[src/rtl/mips_pkg.sv]
// Shared types and constants for the MIPS pipeline.
// Holds the IF/ID bundle and fetch-stage defaults.
package mips_pkg;

    localparam int          PC_W           = 32;
    localparam logic [31:0] NOP_INSTR      = 32'h0000_0000;
    localparam logic [31:0] DEF_RESET_PC   = 32'h0000_0000;
    localparam int          DEF_IMEM_WORDS = 1024;

    // IF/ID pipeline register contents
    typedef struct packed {
        logic [31:0] instr;
        logic [31:0] pc;
        logic [31:0] pc4;
        logic        valid;
    } if_id_t;

    // A bubble is a NOP with zeroed PCs and valid cleared
    localparam if_id_t IF_ID_BUBBLE = '{
        instr: NOP_INSTR,
        pc:    32'h0,
        pc4:   32'h0,
        valid: 1'b0
    };

    // Word index into a power-of-two memory; high PC bits wrap away
    function automatic logic [31:0] word_index(
        input logic [PC_W-1:0] pc,
        input int              words
    );
        logic [31:0] mask;
        mask = 32'(words - 1);
        return (pc >> 2) & mask;
    endfunction

endpackage

[src/rtl/if_id_reg.sv]
// IF/ID pipeline register.
// Bubble has priority over load; reset leaves a bubble.
module if_id_reg
    import mips_pkg::*;
(
    input  logic   clk,
    input  logic   rst,
    input  logic   load,
    input  logic   bubble,
    input  if_id_t d,
    output if_id_t q
);

    if_id_t r_q;

    // Capture a new fetch, insert a bubble, or hold
    always_ff @(posedge clk or posedge rst) begin
        if (rst) begin
            r_q <= IF_ID_BUBBLE;
        end else if (bubble) begin
            r_q <= IF_ID_BUBBLE;
        end else if (load) begin
            r_q <= d;
        end
    end

    assign q = r_q;

endmodule

[src/rtl/instruction_fetch.sv]
// Fetch stage: PC, redirect/stall/flush priority, IF/ID capture.
// Reads a combinational instruction memory once per cycle.
module instruction_fetch
    import mips_pkg::*;
#(
    parameter logic [31:0] RESET_PC   = DEF_RESET_PC,
    parameter int          IMEM_WORDS = DEF_IMEM_WORDS
) (
    input  logic        clk,
    input  logic        rst,
    input  logic        stall,
    input  logic        flush,
    input  logic        redirect_valid,
    input  logic [31:0] redirect_pc,
    output logic [31:0] imem_addr,
    input  logic [31:0] imem_data,
    output logic [31:0] if_id_instr,
    output logic [31:0] if_id_pc,
    output logic [31:0] if_id_pc4,
    output logic        if_id_valid,
    output logic        misalign_err,
    output logic [31:0] fetch_count
);

    logic [PC_W-1:0] r_pc;
    logic [PC_W-1:0] w_pc_next;
    logic [PC_W-1:0] w_pc_plus4;
    logic [PC_W-1:0] w_redirect_tgt;
    logic            w_bubble;
    logic            w_load;
    logic            w_misalign;
    logic            r_misalign;
    logic [31:0]     r_fetch_count;
    if_id_t          w_d;
    if_id_t          w_q;

    assign w_pc_plus4     = r_pc + 32'd4;
    assign w_redirect_tgt = {redirect_pc[31:2], 2'b00};
    assign w_misalign     = redirect_valid && (redirect_pc[1:0] != 2'b00);
    assign imem_addr      = word_index(r_pc, IMEM_WORDS);

    // Per-edge priority: redirect, then stall, then flush, then fetch
    always_comb begin
        w_pc_next = w_pc_plus4;
        w_bubble  = 1'b0;
        w_load    = 1'b0;
        if (redirect_valid) begin
            w_pc_next = w_redirect_tgt;
            w_bubble  = 1'b1;
        end else if (stall) begin
            w_pc_next = r_pc;
            w_bubble  = flush;
        end else if (flush) begin
            w_bubble  = 1'b1;
        end else begin
            w_load    = 1'b1;
        end
    end

    // Bundle the fetched word with its PC and PC+4
    always_comb begin
        w_d = '{
            instr: imem_data,
            pc:    r_pc,
            pc4:   w_pc_plus4,
            valid: 1'b1
        };
    end

    // Program counter
    always_ff @(posedge clk or posedge rst) begin
        if (rst) begin
            r_pc <= RESET_PC;
        end else begin
            r_pc <= w_pc_next;
        end
    end

    // Sticky misaligned-target flag, cleared only by reset
    always_ff @(posedge clk or posedge rst) begin
        if (rst) begin
            r_misalign <= 1'b0;
        end else if (w_misalign) begin
            r_misalign <= 1'b1;
        end
    end

    // Count real instructions written into IF/ID
    always_ff @(posedge clk or posedge rst) begin
        if (rst) begin
            r_fetch_count <= 32'h0;
        end else if (w_load) begin
            r_fetch_count <= r_fetch_count + 32'd1;
        end
    end

    if_id_reg u_if_id (
        .clk    (clk),
        .rst    (rst),
        .load   (w_load),
        .bubble (w_bubble),
        .d      (w_d),
        .q      (w_q)
    );

    assign if_id_instr  = w_q.instr;
    assign if_id_pc     = w_q.pc;
    assign if_id_pc4    = w_q.pc4;
    assign if_id_valid  = w_q.valid;
    assign misalign_err = r_misalign;
    assign fetch_count  = r_fetch_count;

endmodule

[config.mk]
export PLATFORM = sky130hd
export DESIGN_NAME = instruction_fetch
export DESIGN_NICKNAME = d
export VERILOG_FILES = /design/src/rtl/mips_pkg.sv /design/src/rtl/if_id_reg.sv /design/src/rtl/instruction_fetch.sv
export SDC_FILE = /design/constraint.sdc
export NUM_CORES = 1
export LEC_CHECK = 0
export CORE_MARGIN = 4
export CORE_UTILIZATION = 51
export CTS_CLUSTER_DIAMETER = 100
export DETAILED_ROUTE_END_ITERATION = 10
export HOLD_SLACK_MARGIN = 0.15
export MAX_ROUTING_LAYER = met4
export PLACE_DENSITY = 0.82
export SLEW_MARGIN = 40
export SYNTH_ARGS = -nofsm -noshare
export SYNTH_HDL_FRONTEND = slang
export SYNTH_SLANG_ARGS = --single-unit
export TNS_END_PERCENT = 20
[constraint.sdc]
create_clock -name clk -period 14.5 [get_ports clk]
set_input_delay 2.9 -clock clk [delete_from_list [all_inputs] [get_ports clk]]
set_output_delay 2.9 -clock clk [all_outputs]
set_load 0.02 [all_outputs]
---- After elaboration in Yosys (flattened, before gate mapping) ----
Cells that the tools add are included.
cells by class
  add/subtract/negate cells ............... 2
  $mul .................................... 0
  div/mod/pow operators ................... 0
  magnitude comparators ................... 0
  eq/ne operators ......................... 1
  shift-type cells ........................ 0
  mux-type cells .......................... 10
  bitwise gates (word level) .............. 0
  reductions and logical operators ........ 3
operators by type and width
  cell                     number
  $mux W97                 2
  $mux W32                 2
  $add A32 B1 Y32 const B  1
  $add A32 B3 Y32 const B  1
  $mux W1                  6
  $reduce_bool A2 Y1       2
  $ne A2 B1 Y1 const B     1
  $logic_and A1 B1 Y1      1
word-level totals
  bits in registers ....................... 162
  bits in latches ......................... 0
  memory bits (writable) .................. 0
  memory bits (read-only) ................. 0
  output and inout bits ................... 162
  memories kept ........................... 0

---- Depth between registers and ports, before layout ----
Gate-level depths: netlist (run 1).
  depth in word-level cells ............... 5
  gate-level depth with buffers ........... 8

---- Modules after synthesis ----
From an unflattened synthesis (run 1), not the netlist that was laid out.
unflattened totals
  cell total of the unflattened synthesis .. 757
  area, all modules ....................... 7,873.8 µm²
by module, submodules not included
  module             instances  cells an instance  area each (µm²)  sequential area each (µm²)
  instruction_fetch  1          443                3,948.8          1,576.5
  if_id_reg          1          314                3,925.0          2,427.3

---- Least setup slack after synthesis (run 1) ----
OpenSTA, ideal clock, no wires.
  kind .................................... input -> register
  start ................................... input stall
  end ..................................... register r_fetch_count[27] (netlist: fetch_count[27])
  data arrival time ....................... 4,403 ps
  path slack .............................. 9,966 ps
  stages .................................. 7
  cell sequence ........................... clkbuf_1 -> and4b_1 -> nand3_1 -> or4_1 -> clkbuf_1 -> nand2b_1 -> xnor2_1
on the way
  cells in the longest elaborated chain, start to end .. 2
RTL lines
  element               RTL line                 source
  start, declared       instruction_fetch.sv:11  input logic stall,
  $mux W1               instruction_fetch.sv:50  end else if (stall) begin
  $mux W1               instruction_fetch.sv:47  if (redirect_valid) begin
  end signal, assigned  instruction_fetch.sv:93  r_fetch_count <= r_fetch_count + 32'd1;
  end, declared         instruction_fetch.sv:33  logic [31:0] r_fetch_count;
Every way passes these cells.
A chain may end at the register's enable or synchronous reset.

---- Worst setup path after layout (run 1) ----
  start ................................... input stall
  end ..................................... register r_pc[29]
on the way
  cells in the longest elaborated chain, start to end .. 1
RTL lines
  element                 RTL line                 source
  $ne A2 B1 Y1 (no line)  --
  end signal, assigned    instruction_fetch.sv:75  r_pc <= w_pc_next;
  end, declared           instruction_fetch.sv:25  logic [PC_W-1:0] r_pc;
Every way passes these cells.

==> flow_metrics.tcl, run 1 <==
set metrics [dict create \
    cts_setup_buffers 0 \
    synth_area_um2 7500 \
    drt_wl_total_um 18600 \
    finalClockSkew_ps 7.96 \
    fp.dieH_um 129 \
    hold_depth 1 \
    detail_route.drc_violations 0 \
    die_area_um2 16700 \
    worstRegToRegCells 6 \
    clk_latency_ps 410 \
    place.port_buffers 204 \
    max_cap_viol_count 0 \
    hold_path_end "fetch_count[31]" \
    syn_avg_cell_area_um2 10.2 \
    rows 44 \
    maxSlewViolCount 0 \
    n_fill_cell 1126 \
    via_per_inst 5.22 \
    fmax_mhz 204 \
    setup_tns_ps 0 \
    post_cts_resized 0 \
    die_w_um 129 \
    timing.rr.start "r_pc[2]" \
    cts_tree "built" \
    crit_path_start_kind "primary input" \
    netlist_instances 738 \
    antenna_cells 0 \
    relSlewSlack_pct 47.7 \
    grt_pass1_wl_um 30100 \
    cts.path.max_buffers 2 \
    cts_made_buffers 17 \
    ys_seq_elements 156 \
    synth_warnings 0 \
    grt_max_degree 81 \
    cts.sinks 156 \
    coreArea_um2 14500 \
    hold_class "flop to flop" \
    postRouteAntennaNets 0 \
    endpoint_kind "flop" \
    r2r_end "r_pc[26]" \
    wl_per_cell_um 16.9 \
    ios 231 \
    ctsHtreeMaxLevel 4 \
    path_max_fanout 67 \
    drt_iter0_drc 285 \
    rsz0062_at_grt "no" \
    globalplace.congestion 0.785 \
    fin_nets 974 \
    drive_gt1_share_pct 5.68 \
    p_leak_uw 0.00427 \
    fin_crit_sh_pct 33.8 \
    overflow 0 \
    status "complete, no violations" \
    p_total_uw 1130 \
    antenna_found_initial 0 \
    setup_violations 0 \
    cts.hold.buffers_added 0 \
    route.vias.total 5746 \
    max_slew.worst_pin.slew_ps 784 \
    fin_util_pct 69.3 \
    grt_pass1_vias 5824 \
    ys_seq_area_share_pct 52.1 \
    cp.arrival_ps 5200 \
    p_per_area_nw_per_um2 112 \
    root_buffer "clkbuf_16" \
    grt.total_usage_pct 23.4 \
    hp-start "fetch_count[31]" \
    irDropWorstVdd_mv 0.0847 \
    area_growth_pct 33.8 \
    critPathKind "primary input to flop" \
    initial_core_util_pct 51.8 \
    required_ps 14800 \
    ys_types 42 \
    clk_pin_slew_worst_paths_ps 60 \
    hold_viol 0 \
    dp_hpwl_um 12700 \
    fin_crit_ps 4900 \
    first_pass_iters 5 \
    rrSetupSlack_ps 11970 \
]
synth_stat cells, drive strengths merged:
cell / n / share of area (%)
mux2: 3 / 0.45
dfrtp: 156 / 52
nand3: 16 / 1.1
o21ai: 51 / 3.4
clkbuf: 37 / 1.9
xor2: 17 / 2.0
nor4: 12 / 1.3
ha: 2 / 0.33
clkinv: 1 / 0.050
nand3b: 1 / 0.10
nor3: 15 / 1.0
mux2i: 62 / 8.3
nor2: 99 / 5.0
conb: 1 / 0.050
nand2: 61 / 3.1
nor2b: 4 / 0.33
inv: 6 / 0.30
and4b: 1 / 0.13
and3: 2 / 0.17
or4: 5 / 0.55
buf: 51 / 4.8
nand4: 18 / 1.8
o21a: 1 / 0.10
a21oi: 30 / 2.0
and4: 6 / 0.70
nand2b: 2 / 0.17
nand4b: 1 / 0.12
or3: 1 / 0.084
and2: 1 / 0.084
xnor2: 71 / 8.3
or2: 4 / 0.33
critical path, stage by stage:
cell	delay (ps)
buf_4	350
buf_6	620
clkinv_1	280
buf_4	340
nand2_1	150
nor4_1	70
xor2_1	150
mux2_2	270
per-stage QoR:
stage	setup slack, ps	hold slack, ps	std cells	cell area, µm²
after floorplan	7390	549	763	7590
after global placement	9010	459	1068	9400
after detailed placement	9200	465	1068	9410
after CTS	9630	481	1100	10000
after global routing	9440	496	1100	10000
final	9600	474	1100	10000
worst max path at each step:
stage	cells after the start	endpoint	start	slack, ps
6_report	8	r_pc[29]	stall	9600
3_5_place_dp	8	r_pc[29]	stall	9200
4_1_cts	8	r_pc[29]	stall	9630
2_1_floorplan	1	fetch_count[0]	rst	7390
5_1_grt	8	r_pc[29]	stall	9440
3_3_place_gp	8	r_pc[29]	stall	9010
report_power, final:
part | internal [µW] | total [µW] | switching, µW | leakage [µW]
logic | 78.5 | 167 | 88.3 | 0.00190
registers | 458 | 492 | 33.2 | 0.00208
clock network | 289 | 470 | 181 | 0.000293
total | 826 | 1130 | 303 | 0.00427
layer usage:
metal  vias to the layer above  GRT usage [%]  wire length [µm]
li1                       2734              -                 -
met1                      2824           30.6              8050
met2                       170           36.5              9150
met3                        18           6.22              1210
met4                         0           6.18               228
met5                         -              -                 0
area by class of cell:
cell class	count	area [µm²]	share of cell area [%]
clock inverter	14	195	1.95
timing repair buffer	209	2080	20.8
sequential	156	3900	38.9
tap	184	230	2.30
multi-input combinational	512	3160	31.5
clock buffer	18	429	4.28
inverter	7	31.3	0.312
registers in the layout (all words and copies together), names as in the netlist:
register,count
u_if_id.q,93
fetch_count,32
r_pc,30
misalign_err,1
cell usage in the layout, fill, tap and decap left out, drive strengths merged, types with 16 or more instances in the layout:
master	count
conb	26
nand3	16
mux2i	62
nand2	61
nand4	18
dfrtp	156
xnor2	71
a21oi	30
nor2	99
o21ai	51
clkdlybuf4s50	202
xor2	17
clkbuf	18
cells by family after synthesis:
group / count (synthesis) / synth area share (%)
AO/OA/AOI/OAI: 82 / 5.51
AND/OR/NAND/NOR: 249 / 16.0
flip-flops: 156 / 52.1
other: 1 / 0.0500
buffers and inverters: 95 / 7.03
multiplexers: 65 / 8.73
adder cells (fa/ha/maj): 2 / 0.334
XOR/XNOR: 88 / 10.3
No activity file was read; power rests on OpenSTA's default activity.
==> inputs of run 2 (changes only) <==
--- a/config.mk
+++ b/config.mk
@@ -6,12 +6,12 @@
 export NUM_CORES = 1
 export LEC_CHECK = 0
 export CORE_MARGIN = 4
-export CORE_UTILIZATION = 51
+export CORE_UTILIZATION = 43
 export CTS_CLUSTER_DIAMETER = 100
 export DETAILED_ROUTE_END_ITERATION = 10
 export HOLD_SLACK_MARGIN = 0.15
 export MAX_ROUTING_LAYER = met4
-export PLACE_DENSITY = 0.82
+export PLACE_DENSITY = 0.73
 export SLEW_MARGIN = 40
 export SYNTH_ARGS = -nofsm -noshare
 export SYNTH_HDL_FRONTEND = slang
==> constraint.sdc (replaced) <==
create_clock -name clk -period 4.5 [get_ports clk]
set_input_delay 0.9 -clock clk [delete_from_list [all_inputs] [get_ports clk]]
set_output_delay 0.9 -clock clk [all_outputs]
set_load 0.02 [all_outputs]
==> run 2 against run 1 <==
Compared with the run above: clock power rose to 2.9 times the previous value; via count rose by 0.52%; global-route usage fell by 2.9 points.
==> flow_metrics.tcl, run 2 (same netlist as run 1, synthesis figures left out) <==
set metrics [dict create \
    post_cts_resized 0 \
    grt_pass1_vias 5927 \
    drt_wl_total_um 19300 \
    area_growth_pct 35.1 \
    max_slew.worst_pin.slew_ps 771 \
    max_cap_viol_count 0 \
    cts.sinks 156 \
    initial_core_util_pct 43.6 \
    fin_crit_ps 2580 \
    cts_setup_buffers 0 \
    postRouteAntennaNets 0 \
    relSlewSlack_pct 48.1 \
    overflow 0 \
    wl_per_cell_um 16.7 \
    coreArea_um2 17200 \
    combPwrFrac_pct 15.8 \
    die_w_um 140 \
    largest_register_ffs 93 \
    rows 48 \
    ctsHtreeMaxLevel 4 \
    dp_hpwl_um 13600 \
    clk_latency_ps 420 \
    grt.total_usage_pct 20.6 \
    cts.path.max_buffers 2 \
    multi_input_area_um2 3160 \
    globalplace.congestion 0.787 \
    antenna_cells 0 \
    switching_share_pct 29.4 \
    cts_made_buffers 17 \
    p_total_uw 3490 \
    layout_common_cells "clkdlybuf4s50_1 (202), dfrtp_1 (156), nor2_1 (98)" \
    fin_nets 983 \
    setup_tns_ps 0 \
    fmax_mhz 388 \
    via_per_inst 5.02 \
    crit_path_start_kind "flop" \
    fin_util_pct 59.0 \
    p_clk_share_pct 38.9 \
    regArea_um2 3900 \
    path_max_fanout 15 \
    p_leak_uw 0.00429 \
    p_sw_uw 1030 \
    layout.cells.most_common "clkdlybuf4s50_1" \
    cts_tree "built" \
    irDropWorstVdd_mv 0.305 \
    critPathKind "flop to flop" \
    cts.hold.buffers_added 0 \
    clk_pin_slew_worst_paths_ps 70 \
    finalClockSkew_ps 7.40 \
    endpoint_kind "flop" \
    first_pass_iters 4 \
    fp.dieH_um 140 \
    drt_iter0_drc 246 \
    detail_route.drc_violations 0 \
    cp.arrival_ps 2880 \
    p_per_area_nw_per_um2 345 \
    place.port_buffers 204 \
    grt_pass1_wl_um 31600 \
    fin_crit_sh_pct 57.3 \
    antenna_found_initial 0 \
    root_buffer "clkbuf_16" \
    hold_class "flop to flop" \
    fin_cells 1150 \
    drive_gt1_share_pct 6.81 \
    status "complete, no violations" \
    internal_power_uw 2460 \
    setup_violations 0 \
    maxSlewViolCount 0 \
    ios 231 \
    route.vias.total 5776 \
    p_seq_share_pct 45.3 \
    rsz0062_at_grt "no" \
    hold_viol 0 \
    grt_max_degree 62 \
    n_fill_cell 1509 \
    required_ps 4800 \
    die_area_um2 19600 \
    dpl.cell_count 1118 \
]
-- run 2: final timing paths --
| kind | cells after the start | startpoint | slack [ps] | endpoint |
|---|---|---|---|---|
| setup reg to reg | 5 | r_pc[4] | 1920 | r_pc[27] |
| hold / removal | 1 | misalign_err | 470 | misalign_err |
| setup / recovery | 5 | r_pc[4] | 1920 | r_pc[27] |
| hold reg to reg | 1 | misalign_err | 470 | misalign_err |
| max in group asynchronous | 5 | rst | 2900 | u_if_id.q[35] |
| min in group asynchronous | 3 | rst | 920 | fetch_count[4] |
-- run 2: metal layers --
layer	vias to the layer above	wire, µm	global-route usage, %	share of wire [%]
met5	-	0	-	0
met4	0	375	5.76	1.9
met3	27	1300	5.67	6.8
met2	194	9430	33.0	49
met1	2799	8150	25.8	42
li1	2756	-	-	-
-- run 2: worst max-delay path, stage by stage, from the launching register on --
cell and delay, ps:
dfrtp_1 570, nand3_2 250, or4_4 730, nor4_1 510, xor2_1 120, mux2_2 280
-- run 2: area by class of cell --
type	count	share of cell area (%)
clock buffer	17	4.20
clock inverter	15	1.30
inverter	7	0.296
multi-input combinational	512	31.2
sequential	156	38.5
tap	225	2.78
timing repair buffer	218	21.7
-- run 2: per-stage QoR --
stage / instance area (µm²) / setup WS, ps / hold WS [ps]
floorplan: 7590 / 1630 / 549
global placement: 9510 / 1490 / 453
detailed placement: 9570 / 1540 / 452
CTS: 10100 / 1910 / 471
global route: 10100 / 1790 / 502
finish: 10100 / 1920 / 472
-- run 2: power groups by stage --
stage               sequential, µW  combinational (µW)  clock, µW
floorplan                     1620                 307          0
global placement              1610                 541          0
detailed placement            1610                 555          0
CTS                           1580                 558       1390
global route                  1600                 600       1450
finish                        1580                 551       1360
==> patch: new RTL, config.mk and constraints of run 1 <==
Make the reset (`rst`) synchronous in 4 clocked blocks.
--- a/src/rtl/if_id_reg.sv
+++ b/src/rtl/if_id_reg.sv
@@ -16,3 +16,3 @@
     // Capture a new fetch, insert a bubble, or hold
-    always_ff @(posedge clk or posedge rst) begin
+    always_ff @(posedge clk) begin
         if (rst) begin
--- a/src/rtl/instruction_fetch.sv
+++ b/src/rtl/instruction_fetch.sv
@@ -70,3 +70,3 @@
     // Program counter
-    always_ff @(posedge clk or posedge rst) begin
+    always_ff @(posedge clk) begin
         if (rst) begin
@@ -79,3 +79,3 @@
     // Sticky misaligned-target flag, cleared only by reset
-    always_ff @(posedge clk or posedge rst) begin
+    always_ff @(posedge clk) begin
         if (rst) begin
@@ -88,3 +88,3 @@
     // Count real instructions written into IF/ID
-    always_ff @(posedge clk or posedge rst) begin
+    always_ff @(posedge clk) begin
         if (rst) begin
Function: differs if rst is asserted again (counterexample within 4 cycles, from zero or initial values and one cycle with rst high); with rst held inactive, the same outputs for 4 cycles.
==> patch against run 1 <==
Cell area shrank 5.3%; combinational power shrank 39%; count of clock-buffer cells in the layout grew 2; core utilization grew 2.2 points; sequential cell count is the same; worst setup slack got worse by 430 ps; area after synthesis down 7.2%; die area shrank 6.7%; critical path depth did not move; wire length is 4.1% higher; register-to-register slack got worse by 130 ps; power shrank 7.0%; final cell count shrank 0.55%; critical endpoint is now fetch_count[21].
==> patch: results (changes against run 1) <==
- The worst register-to-register path ends at r_pc[24].
* Clk slew on worst S/H paths: 60 ps (about the same)
- The final weighted congestion in routability-driven placement is 0.831 (+5.9%).
- The startpoint identified for the worst hold timing path is misalign_err.
- The CTS buffer count came to 17 (unchanged).
- Source of the worst register-to-register timing path: r_pc[2]
- Drc violations: 0 (unchanged)
- The flip-flop count of the largest register after layout came to 93 (unchanged).
- GRT Overall Usage: 24.6% (+1.2 points)
* Sequential area share after synthesis: 44.9% (-7.2 points)
- CP max FO: 65 (-3.0%)
- Root cell of the clock tree: sky130_fd_sc_hd__clkbuf_16
- Average cell area after synthesis: 9.25 um2 (-8.9%)
- Number of cells on the worst reg-to-reg path: 6 (unchanged)
- The number of buffers added for setup after CTS was 0 (unchanged).
- The number of antenna diodes is 0 (unchanged).
- Sorting the synthesized cells by how often they occur yields 156 x sky130_fd_sc_hd__dfxtp_1, 75 x sky130_fd_sc_hd__nor2_1, 60 x sky130_fd_sc_hd__o221a_2.
- The arrival time of data at the critical path endpoint was 5620 ps (+420 ps).
- The maximum number of pins on one net before global-route repair is 67 (-17%).
* # fillers: 996 (-12%)
* Number of global-route vias before repair: 5899 (+1.3%)
- The reported net switching power is 0.245 mW (-19%).
- Final Hold Slack: 453 ps (-20.8 ps)
- The aggregate routed wire length was 19400 um (+4.1%).
* Placed cell count: 1062 (-0.56%)
* Cells taking the most area after synthesis: sky130_fd_sc_hd__dfxtp_1 45%, sky130_fd_sc_hd__o221a_2 9.7%, sky130_fd_sc_hd__xor2_1 5.5%
- The number of nets in the layout is 976 (+0.21%).
- Setup WS pre-CTS: 8740 ps (-459 ps)
- Worst-Skew Late Latency: around 420 ps
* Via count: 6131 (+6.7%)
- Area overhead of the layout relative to synthesis: 36.5%
- Cell depth of the worst hold path: 2 (+1)
* Total of warnings raised by yosys: 0 (unchanged)
- Detailed placement HPWL: 12600 um (-0.89%)
- Run status: complete, no violations
* Wire length of the first global-routing pass: 30600 um (+1.9%)
- Number of antenna violations at the first check in global routing: 0 (unchanged)
* Deepest level of the CTS H-tree: 4 (unchanged)
* Highest ir drop seen on vdd: 0.0799 mV (-5.7%)
- The average wire per cell in the routed design came to 17.7 um (+4.7%).
* Slew at the pin with the worst max-slew slack: 765 ps (-19.1 ps)
- The fraction of registers with async set/reset came to 0% (-100 points).
- Post_cts resized: 0 (unchanged)
- The min-delay analysis places its worst path in the category reg2reg.
- Detailed Route Iter0 Violations: 500 (+75%)
- The number of search-and-repair iterations in the first detailed-routing pass was 5 (unchanged).
- The area after detailed placement was 8850 um2 (-5.9%).
- The path with the worst hold slack has its endpoint at misalign_err.
* Flop2flop setup slack: 11840 ps (-130 ps)
- Number of distinct standard cells referenced by the synthesized netlist: 45 (+7.1%)
- Leakage power total: 3.41 nW (-20%)
- Share of final-layout standard cells stronger than drive strength 1: 12.4% (+6.7 points)
* Worst clock skew: 7.73 ps (-0.235 ps)
- Tcrit/Tclk final: 36.8% (+3.0 points)
* Maximum root-to-sink buffer count: 2 (unchanged)
==> patch: worst max path at each step <==
stage | end | from | cells past startpoint
2_1_floorplan | fetch_count[6] | stall | 8
3_3_place_gp | fetch_count[23] | redirect_valid | 8
3_5_place_dp | fetch_count[21] | redirect_valid | 8
4_1_cts | fetch_count[21] | redirect_valid | 8
5_1_grt | fetch_count[25] | redirect_valid | 8
6_report | fetch_count[21] | redirect_valid | 8
==> patch: power groups by stage <==
stage	logic, mW	registers, mW	clock network [mW]
finish	0.102	0.458	0.489
global route	0.109	0.460	0.512
CTS	0.102	0.458	0.492
detailed placement	0.101	0.467	0
global placement	0.100	0.467	0
floorplan	0.0577	0.469	0
==> patch: final cells by class <==
| type | count | area share [%] |
|---|---|---|
| clock buffers | 20 | 4.81 |
| clock inverters | 12 | 2.03 |
| inverters | 10 | 0.395 |
| well taps | 176 | 2.32 |
| repair buffers | 211 | 22.0 |
| flip-flops and latches | 156 | 32.9 |
| multi-input cells | 509 | 35.6 |
==> patch: worst max-delay path, stage by stage <==
cell and delay [ps]:
sky130_fd_sc_hd__clkdlybuf4s50_1 430, sky130_fd_sc_hd__buf_4 280, sky130_fd_sc_hd__or3_2 510, sky130_fd_sc_hd__buf_4 360, sky130_fd_sc_hd__nor4_2 690, sky130_fd_sc_hd__nand3b_1 190
sky130_fd_sc_hd__xnor2_1 190, sky130_fd_sc_hd__nor2_1 50
==> patch: metal layers <==
metal / routed length [um] / up-vias / GRT usage [%]
li1: - / 2947 / -
met1: 8520 / 2898 / 31.7
met2: 9090 / 253 / 37.5
met3: 1410 / 33 / 6.56
met4: 392 / 0 / 8.45
met5: 0 / - / -
==> patch: logic make-up after synthesis <==
logic type	after synthesis	synth area share, %
buffers and inverters	112	8.13
DFF	156	44.9
xor gates and xnor gates	77	9.69
AOI/OAI and AO/OA	170	18.5
adders and majority gates	2	0.360
muxes	3	0.432
and+or+nand+nor	231	17.9
other	1	0.0539
